===== src/rtl/tomasulo_rs_aged.sv =====
// tomasulo_rs_aged: N-entry reservation station that snoops the CDB, issues
// the oldest ready op through a req/gnt handshake and supports global flush.
module tomasulo_rs_aged #(
    parameter int N      = 4,
    parameter int CDB_N  = 2,
    parameter int TAG_W  = 4,
    parameter int DATA_W = 32,
    parameter int PL_W   = 32
) (
    input  logic                    clk,
    input  logic                    rst,
    input  logic                    flush,
    input  logic                    dis_vld,
    output logic                    dis_rdy,
    input  logic [1:0]              dis_busy,
    input  logic [2*TAG_W-1:0]      dis_tag,
    input  logic [2*DATA_W-1:0]     dis_data,
    input  logic [PL_W-1:0]         dis_payload,
    input  logic [CDB_N-1:0]        cdb_vld,
    input  logic [CDB_N*TAG_W-1:0]  cdb_tag,
    input  logic [CDB_N*DATA_W-1:0] cdb_wdata,
    input  logic                    sch_busy,
    output logic                    iss_req,
    input  logic                    iss_gnt,
    output logic                    iss_vld_r,
    output logic [2*DATA_W-1:0]     iss_opr_r,
    output logic [PL_W-1:0]         iss_payload_r,
    output logic [$clog2(N+1)-1:0]  count_r,
    output logic                    full_r
);
    localparam int CW = $clog2(N+1);

    logic [N-1:0]        vld;
    logic [N-1:0]        rdy;
    logic [1:0]          busy    [N];
    logic [TAG_W-1:0]    tag     [N][2];
    logic [DATA_W-1:0]   data    [N][2];
    logic [PL_W-1:0]     payload [N];
    logic [N-1:0]        old     [N];

    logic [N-1:0]        elig;
    logic [N-1:0]        sel;
    logic [N-1:0]        alloc_oh;
    logic [N-1:0]        vld_nxt;
    logic [N-1:0]        rdy_nxt;
    logic [N-1:0]        any_busy;
    logic                alloc;
    logic                grant;
    logic [DATA_W:0]     lk;
    logic [1:0]          d_busy;
    logic [DATA_W-1:0]   d_data  [2];
    logic [1:0]          nb      [N];
    logic [DATA_W-1:0]   nd      [N][2];
    logic [2*DATA_W-1:0] sel_opr;
    logic [PL_W-1:0]     sel_pl;
    logic [CW-1:0]       count_nxt;

    // Returns {hit, data} of the lowest-numbered CDB port broadcasting tag t.
    function automatic logic [DATA_W:0] cdb_lookup(input logic [TAG_W-1:0] t);
        logic [DATA_W:0] r;
        r = '0;
        for (int p = CDB_N - 1; p >= 0; p--) begin
            if (cdb_vld[p] && cdb_tag[p*TAG_W +: TAG_W] == t)
                r = {1'b1, cdb_wdata[p*DATA_W +: DATA_W]};
        end
        return r;
    endfunction

    assign dis_rdy = ~full_r;

    // Oldest-ready select, handshake, dispatch bypass and entry next state.
    always_comb begin
        elig      = vld & rdy;
        sel       = '0;
        sel_opr   = '0;
        sel_pl    = '0;
        lk        = '0;
        d_busy    = '0;
        count_nxt = '0;
        for (int i = 0; i < N; i++) begin
            sel[i] = elig[i];
            for (int j = 0; j < N; j++)
                if (elig[j] && old[j][i]) sel[i] = 1'b0;
            any_busy[i] = |busy[i];
        end
        for (int i = 0; i < N; i++) begin
            if (sel[i]) begin
                sel_opr = sel_opr | {data[i][1], data[i][0]};
                sel_pl  = sel_pl | payload[i];
            end
        end
        iss_req  = (|elig) && !sch_busy && !flush;
        grant    = iss_req && iss_gnt;
        alloc    = dis_vld && dis_rdy && !flush;
        alloc_oh = ~vld & (vld + N'(1));
        for (int o = 0; o < 2; o++) begin
            lk        = cdb_lookup(dis_tag[o*TAG_W +: TAG_W]);
            d_busy[o] = dis_busy[o] && !lk[DATA_W];
            d_data[o] = (dis_busy[o] && lk[DATA_W]) ? lk[DATA_W-1:0]
                                                    : dis_data[o*DATA_W +: DATA_W];
        end
        for (int i = 0; i < N; i++) begin
            for (int o = 0; o < 2; o++) begin
                lk       = cdb_lookup(tag[i][o]);
                nb[i][o] = busy[i][o];
                nd[i][o] = data[i][o];
                if (alloc && alloc_oh[i]) begin
                    nb[i][o] = d_busy[o];
                    nd[i][o] = d_data[o];
                end else if (vld[i] && busy[i][o] && lk[DATA_W]) begin
                    nb[i][o] = 1'b0;
                    nd[i][o] = lk[DATA_W-1:0];
                end
            end
            vld_nxt[i] = vld[i] && !(grant && sel[i]);
            if (alloc && alloc_oh[i]) vld_nxt[i] = 1'b1;
            if (flush) vld_nxt[i] = 1'b0;
            rdy_nxt[i] = vld_nxt[i] && nb[i] == 2'b00;
            count_nxt  = count_nxt + CW'(vld_nxt[i]);
        end
    end

    // Valid, ready, age matrix, occupancy and issue-valid registers.
    always_ff @(posedge clk) begin
        if (rst) begin
            vld       <= '0;
            rdy       <= '0;
            iss_vld_r <= 1'b0;
            count_r   <= '0;
            full_r    <= 1'b0;
            for (int i = 0; i < N; i++) old[i] <= '0;
        end else begin
            vld       <= vld_nxt;
            rdy       <= rdy_nxt;
            iss_vld_r <= grant;
            count_r   <= count_nxt;
            full_r    <= count_nxt == CW'(N);
            for (int i = 0; i < N; i++) begin
                if (alloc && alloc_oh[i]) old[i] <= '0;
                for (int j = 0; j < N; j++)
                    if (alloc && alloc_oh[j]) old[i][j] <= vld[i];
            end
        end
    end

    // Operand, tag and payload storage plus issued operands; never reset.
    always_ff @(posedge clk) begin
        for (int i = 0; i < N; i++) begin
            busy[i]    <= nb[i];
            data[i][0] <= nd[i][0];
            data[i][1] <= nd[i][1];
            if (alloc && alloc_oh[i]) begin
                tag[i][0]  <= dis_tag[TAG_W-1:0];
                tag[i][1]  <= dis_tag[2*TAG_W-1:TAG_W];
                payload[i] <= dis_payload;
            end
        end
        if (grant) begin
            iss_opr_r     <= sel_opr;
            iss_payload_r <= sel_pl;
        end
    end

    a_one_sel: assert property (@(posedge clk) disable iff (rst)
        $onehot0(sel));
    a_count: assert property (@(posedge clk) disable iff (rst)
        count_r == CW'($countones(vld)));
    a_rdy_busy: assert property (@(posedge clk) disable iff (rst)
        (rdy & any_busy) == '0);
    a_full_drop: assert property (@(posedge clk) disable iff (rst)
        !(dis_vld && full_r))
        else $info("dispatch dropped while station full");

endmodule


===== config.mk =====
export PLATFORM = sky130hd
export DESIGN_NAME = tomasulo_rs_aged
export DESIGN_NICKNAME = d
export VERILOG_FILES = /design/src/rtl/tomasulo_rs_aged.sv
export SDC_FILE = /design/constraint.sdc
export NUM_CORES = 1
export LEC_CHECK = 0
export ABC_AREA = 1
export CAP_MARGIN = 30
export CORE_ASPECT_RATIO = 1.1
export CORE_MARGIN = 2
export CORE_UTILIZATION = 43
export CTS_CLUSTER_DIAMETER = 120
export DETAILED_ROUTE_END_ITERATION = 10
export GPL_TIMING_DRIVEN = 1
export PLACE_DENSITY = 0.62
export SYNTH_ARGS = -nofsm -noshare
export SYNTH_HDL_FRONTEND = slang
export SYNTH_SLANG_ARGS = --single-unit

===== constraint.sdc =====
create_clock -name clk -period 5.85 [get_ports clk]
set_input_delay 1.4625 -clock clk [delete_from_list [all_inputs] [get_ports clk]]
set_output_delay 1.4625 -clock clk [all_outputs]
set_load 0.1 [all_outputs]

==> results.toml, run 1 <==
[worst_setup_path]
crit_type = "input port to flip-flop"
end_kind = "flip-flop"
crit_required_ps = 6360
crit_path_max_fanout = 37
path_buf_inv = 4
crit_family = "buffers and inverters"
cp-start-kind = "input port"
slowest_stage = "clkdlybuf4s50_1"
slowest_delay_ps = 890
cpMostUsedCell = "nand2_1"
cp.arrival_ps = 4950
crit_chain = "clkdlybuf4s50_1 > inv_1 > o21ai_0 > nand3b_4 > buf_4 > nand2_1 > nand2_2 > clkinv_2 > nand2_1 > nand3_1 > nand2_1"

[die]
fp.coreArea_sq_um = 67300
rows = 100
die_w_um = 252
die_area_sq_um = 69900
boundaryPins = 289
die_h_um = 277
initial_utilization_pct = 43.3

[global_route]
grt_overflow_total = 0
antenna_found_initial = 5
grt_pass1_vias = 24700
grt_use_total_pct = 29.4
grt_max_degree = 110
grt_pass1_wl_mm = 154

[cts]
cts.path.max_buffers = 3
ctsHoldBuffers = 0
cts.clk_slew.worst_paths_ps = 70
post-cts-setup-buffer-count = 0
cts_resized = 0
cts.sinks = 549
clockRootBuffer = "clkbuf_16"
cts_tree = "done"
htreeDepth = 2
cts_buffers = 60
clock_latency_ps = 650

[pwr]
powerDensity_nw_per_um2 = 265
total_power_w = 0.00928
irDropWorstVdd_mv = 0.237
total_leakage_power_nw = 14.6

[layout]
area_delta_synth_final_pct = 20.4
layout.cells.most_common_list = "nand2_1 (1372), edfxtp_1 (528), nand3_1 (292), clkdlybuf4s50_1 (287), o21ai_0 (262)"
drive_gt1_share_pct = 7.02
fin_nets = 3787
fin_util_pct = 52.1
fillerInstances = 6247
final_cell_area_sq_um = 35100
multi_input_area_sq_um = 11200
final_common_cell = "nand2_1"
regArea_sq_um = 16300

[sta]
setup_slack_ps = 1420
worst_pin_slew_ps = 1060
setup_tns_ps = 0
clock-skew-final_ps = 22.7
slew_headroom_pct = 29.3
period_needed_ps = 4430
setup_viol = 0
final_max_slew_viol_count = 0
rsz0062_at_grt = "no"
hold_viol = 0
clock.fmax_ghz = 0.226
fin_crit_sh_pct = 75.8

[yosys]
synth_top_area_cell = "edfxtp_1"
synthCells = 3405
synth_cell_types = 38
syn_area_sq_um = 29100
avgSynthCellArea_sq_um = 8.56
ys_seq_area_share_pct = 55.8
synth.area.top_cells = "edfxtp_1 (54%), nand2_1 (18%), nand3_1 (5.1%), o21ai_0 (4.5%), nand4_1 (4.4%)"
synth-seq-cells = 549
ys_warn_count = 0
yosysTopAreaCellShare_pct = 54.4

[place]
place_ws_ps = 887
hpwl_mm = 60.3
place_area_sq_um = 32900
gp_congestion = 0.906
port_buffers = 288

[detailed_routing]
viasPerCell = 5.74
wl_mm = 104
vias = 25900
drt_pre_antenna_iters = 7
avgRoutedWirePerCell_um = 23.1
drc_errors = 0
drt_iter0_markers = 2932
drtAntennaViolNets = 0

[status]
status = "finished clean"

[min_path]
worstHoldPathType = "flip-flop to flip-flop"

[flow_run]
maxCapViolations = 0
## path summary, 6_finish.rpt
kind / from / cells after the start / end / slack, ps
max: cdb_tag[7] / 11 / data[0][48] / 1420
min: busy[1][0] / 2 / busy[1][0] / 490
max reg2reg: vld[2] / 8 / iss_opr_r[0] / 2670
min reg2reg: busy[1][0] / 2 / busy[1][0] / 490
## sequential cells by signal, indices dropped and copies added, names as in the netlist
name           flops
busy               8
count_r            3
data             256
full_r             1
iss_opr_r         64
iss_payload_r     32
iss_vld_r          1
old               16
payload          128
rdy                4
tag               32
vld                4
## synth_stat cells (all sizes together)
library cell,instances
nor3,9
dfxtp,21
clkbuf,133
nand4,207
ha,2
o21ai,263
nand2,1422
buf,93
nand3b,1
fa,1
edfxtp,528
a21oi,13
o211ai,100
inv,211
nor2,76
clkinv,2
conb,1
nand3,301
xnor2,16
nor4,1
o22ai,3
or2,1
## per-layer routing
metal	vias to the layer above	global-route usage [%]	wire, um
met5	-	0	8
met4	2	15.0	5820
met3	383	4.50	9770
met2	1549	48.6	49100
met1	12000	37.5	39600
li1	12000	-	-
## area by class of cell
| class | count | share of cell area (%) |
|---|---|---|
| diodes | 6 | 0.0428 |
| inverters | 213 | 2.29 |
| well taps | 867 | 3.09 |
| clock inverters | 44 | 1.70 |
| multi-input cells | 2420 | 32.0 |
| repair buffers | 354 | 10.1 |
| flip-flops and latches | 549 | 46.4 |
| clock buffers | 67 | 4.35 |
## worst register-to-register path: stages, from the launching register on
cell and delay (ps):
dfxtp_1 620, nand2_1 130, nor2_1 110, nand2_1 100
nor2_4 470, buf_4 760, buf_4 550, nand2_1 100
nand4_1 180
## power breakdown
part           total (W)  internal [W]  switching [W]  leakage (nW)
Sequential       0.00436       0.00434      0.0000164          5.43
Combinational   0.000806      0.000257       0.000549          8.15
Clock            0.00412       0.00246        0.00166          1.01
Total            0.00928       0.00706        0.00222          14.6
## logic make-up after synthesis
kind of cell    Yosys count  share of synthesized area, %
other cells               1                        0.0129
xor+xnor                 16                         0.481
compound gates          379                          7.48
buf+inv                 439                          6.24
simple gates           2018                          29.8
fa+ha+maj                 3                         0.155
flops                   549                          55.8
## metrics by stage
stage               instances  hold slack (ps)
global route             4518              520
floorplan                3408              460
detailed placement       4402              485
CTS                      4513              493
finish                   4520              493
global placement         4397              480
No activity file was read; power rests on OpenSTA's default activity.
==> run 2: changes to the inputs <==
- clock period: 5.85 -> 3.85 ns (I/O delays scaled with it)
==> run 2 against run 1 <==
Against the previous run:
- critical path depth decreased by 10
- cell area increased by 0.94%
- worst setup slack got worse by 780 ps
- largest power group unchanged
==> results.toml, run 2 (same netlist as run 1, synthesis figures left out) <==
[die]
fp.coreArea_sq_um = 67300
die_w_um = 252
die_area_sq_um = 69900
initial_utilization_pct = 43.3
rows = 100
die_h_um = 277
boundaryPins = 289

[cts]
htreeDepth = 2
cts.sinks = 549
post-cts-setup-buffer-count = 0
cts.path.max_buffers = 3
cts_tree = "done"
clockRootBuffer = "clkbuf_16"
ctsHoldBuffers = 0
cts_buffers = 59
cts_resized = 0
cts.clk_slew.worst_paths_ps = 60
clock_latency_ps = 650

[sta]
hold_viol = 0
rsz0062_at_grt = "no"
slew_headroom_pct = 31.3
clock.fmax_ghz = 0.311
setup_viol = 0
worst_pin_slew_ps = 1030
fin_crit_sh_pct = 83.6
period_needed_ps = 3220
clock-skew-final_ps = 15.2
final_max_slew_viol_count = 0

[layout]
layout.cells.most_common_list = "nand2_1 (1371), edfxtp_1 (528), nand3_1 (290), clkdlybuf4s50_1 (282), o21ai_0 (262)"
area_delta_synth_final_pct = 21.5
fin_nets = 3820
drive_gt1_share_pct = 8.05
regMostFlops = "data"
final_cell_count_no_fill = 4546
final_common_cell = "nand2_1"
reg.largest.list = "data x256, payload x128, iss_opr_r x64"
final_cell_area_sq_um = 35400
largest_reg_flops = 256

[detailed_routing]
drtAntennaViolNets = 0
vias = 26100
drt_pre_antenna_iters = 6
avgRoutedWirePerCell_um = 23.2
drc_errors = 0
wl_mm = 106
viasPerCell = 5.74
drt_iter0_markers = 2794

[worst_setup_path]
crit_required_ps = 2890
slowest_delay_ps = 1170
crit_type = "flip-flop to output port"
crit_chain = "clkdlybuf4s50_1"
crit_path_max_fanout = 1
crit_family = "buffers and inverters"
end_kind = "output port"
cp-start-kind = "flip-flop"
cp.arrival_ps = 2260
path_buf_inv = 1
slowest_stage = "clkdlybuf4s50_1"

[place]
port_buffers = 288
place_area_sq_um = 33400
hpwl_mm = 61.7
gp_congestion = 0.897
dp_cells = 4437

[global_route]
grt_use_total_pct = 29.8
grt_pass1_wl_mm = 155
grt_overflow_total = 0
grt_max_degree = 110
grt_pass1_vias = 24600
antenna_found_initial = 7

[pwr]
total_leakage_power_nw = 14.8
irDropWorstVdd_mv = 0.352
powerDensity_nw_per_um2 = 390

[status]
status = "finished clean"

[flow_run]
maxCapViolations = 0

[min_path]
worstHoldPathType = "flip-flop to flip-flop"
[run 2: cell count changes in the layout (fill, tap and decap cells not counted), moves of 5 or more]
| cell | change |
|---|---|
| buf_4 | +21 |
| clkinv_2 | +8 |
| clkdlybuf4s50_1 | -5 |
| clkinvlp_4 | -6 |
| buf_12 | +21 |
[run 2: worst paths after layout]
path,start,slack (ps),cells after the start,endpoint
setup reg to reg,vld[1],970,13,full_r
setup / recovery,iss_opr_r[6],630,1,iss_opr_r[6]
hold / removal,busy[2][0],500,2,busy[2][0]
hold reg to reg,busy[2][0],500,2,busy[2][0]
[run 2: area by class of cell]
type,count,area (sq um)
clock buffer,68,1510
inverter,213,805
antenna,4,10.0
tap,867,1080
sequential,549,16300
multi-input combinational,2420,11300
fill,6190,31900
timing repair buffer,388,3990
clock inverter,37,467
[run 2: per-stage QoR]
step	setup TNS, ps	worst slack (ps)	power [W]	util, %	hold WS (ps)
4_1_cts	0	596	0.0139	52.6	495
3_3_place_gp	0	270	0.00798	49.6	480
2_1_floorplan	-1610	-534	0.00738	-	460
5_1_grt	0	618	0.0142	52.6	512
3_5_place_dp	0	280	0.00799	49.7	482
6_report	0	632	0.0138	52.6	500
[run 2: report_power, final]
group	internal, W	switching, W	total (W)
combinational	0.000416	0.000861	0.00128
sequential	0.00660	0.0000249	0.00663
clock	0.00348	0.00245	0.00592
total	0.0105	0.00333	0.0138
[run 2: layer usage]
| metal | routed length, um | track usage [%] |
|---|---|---|
| met1 | 41300 | 39.0 |
| met2 | 47700 | 47.3 |
| met3 | 10800 | 5.44 |
| met4 | 5730 | 15.0 |
| met5 | 41 | 0 |
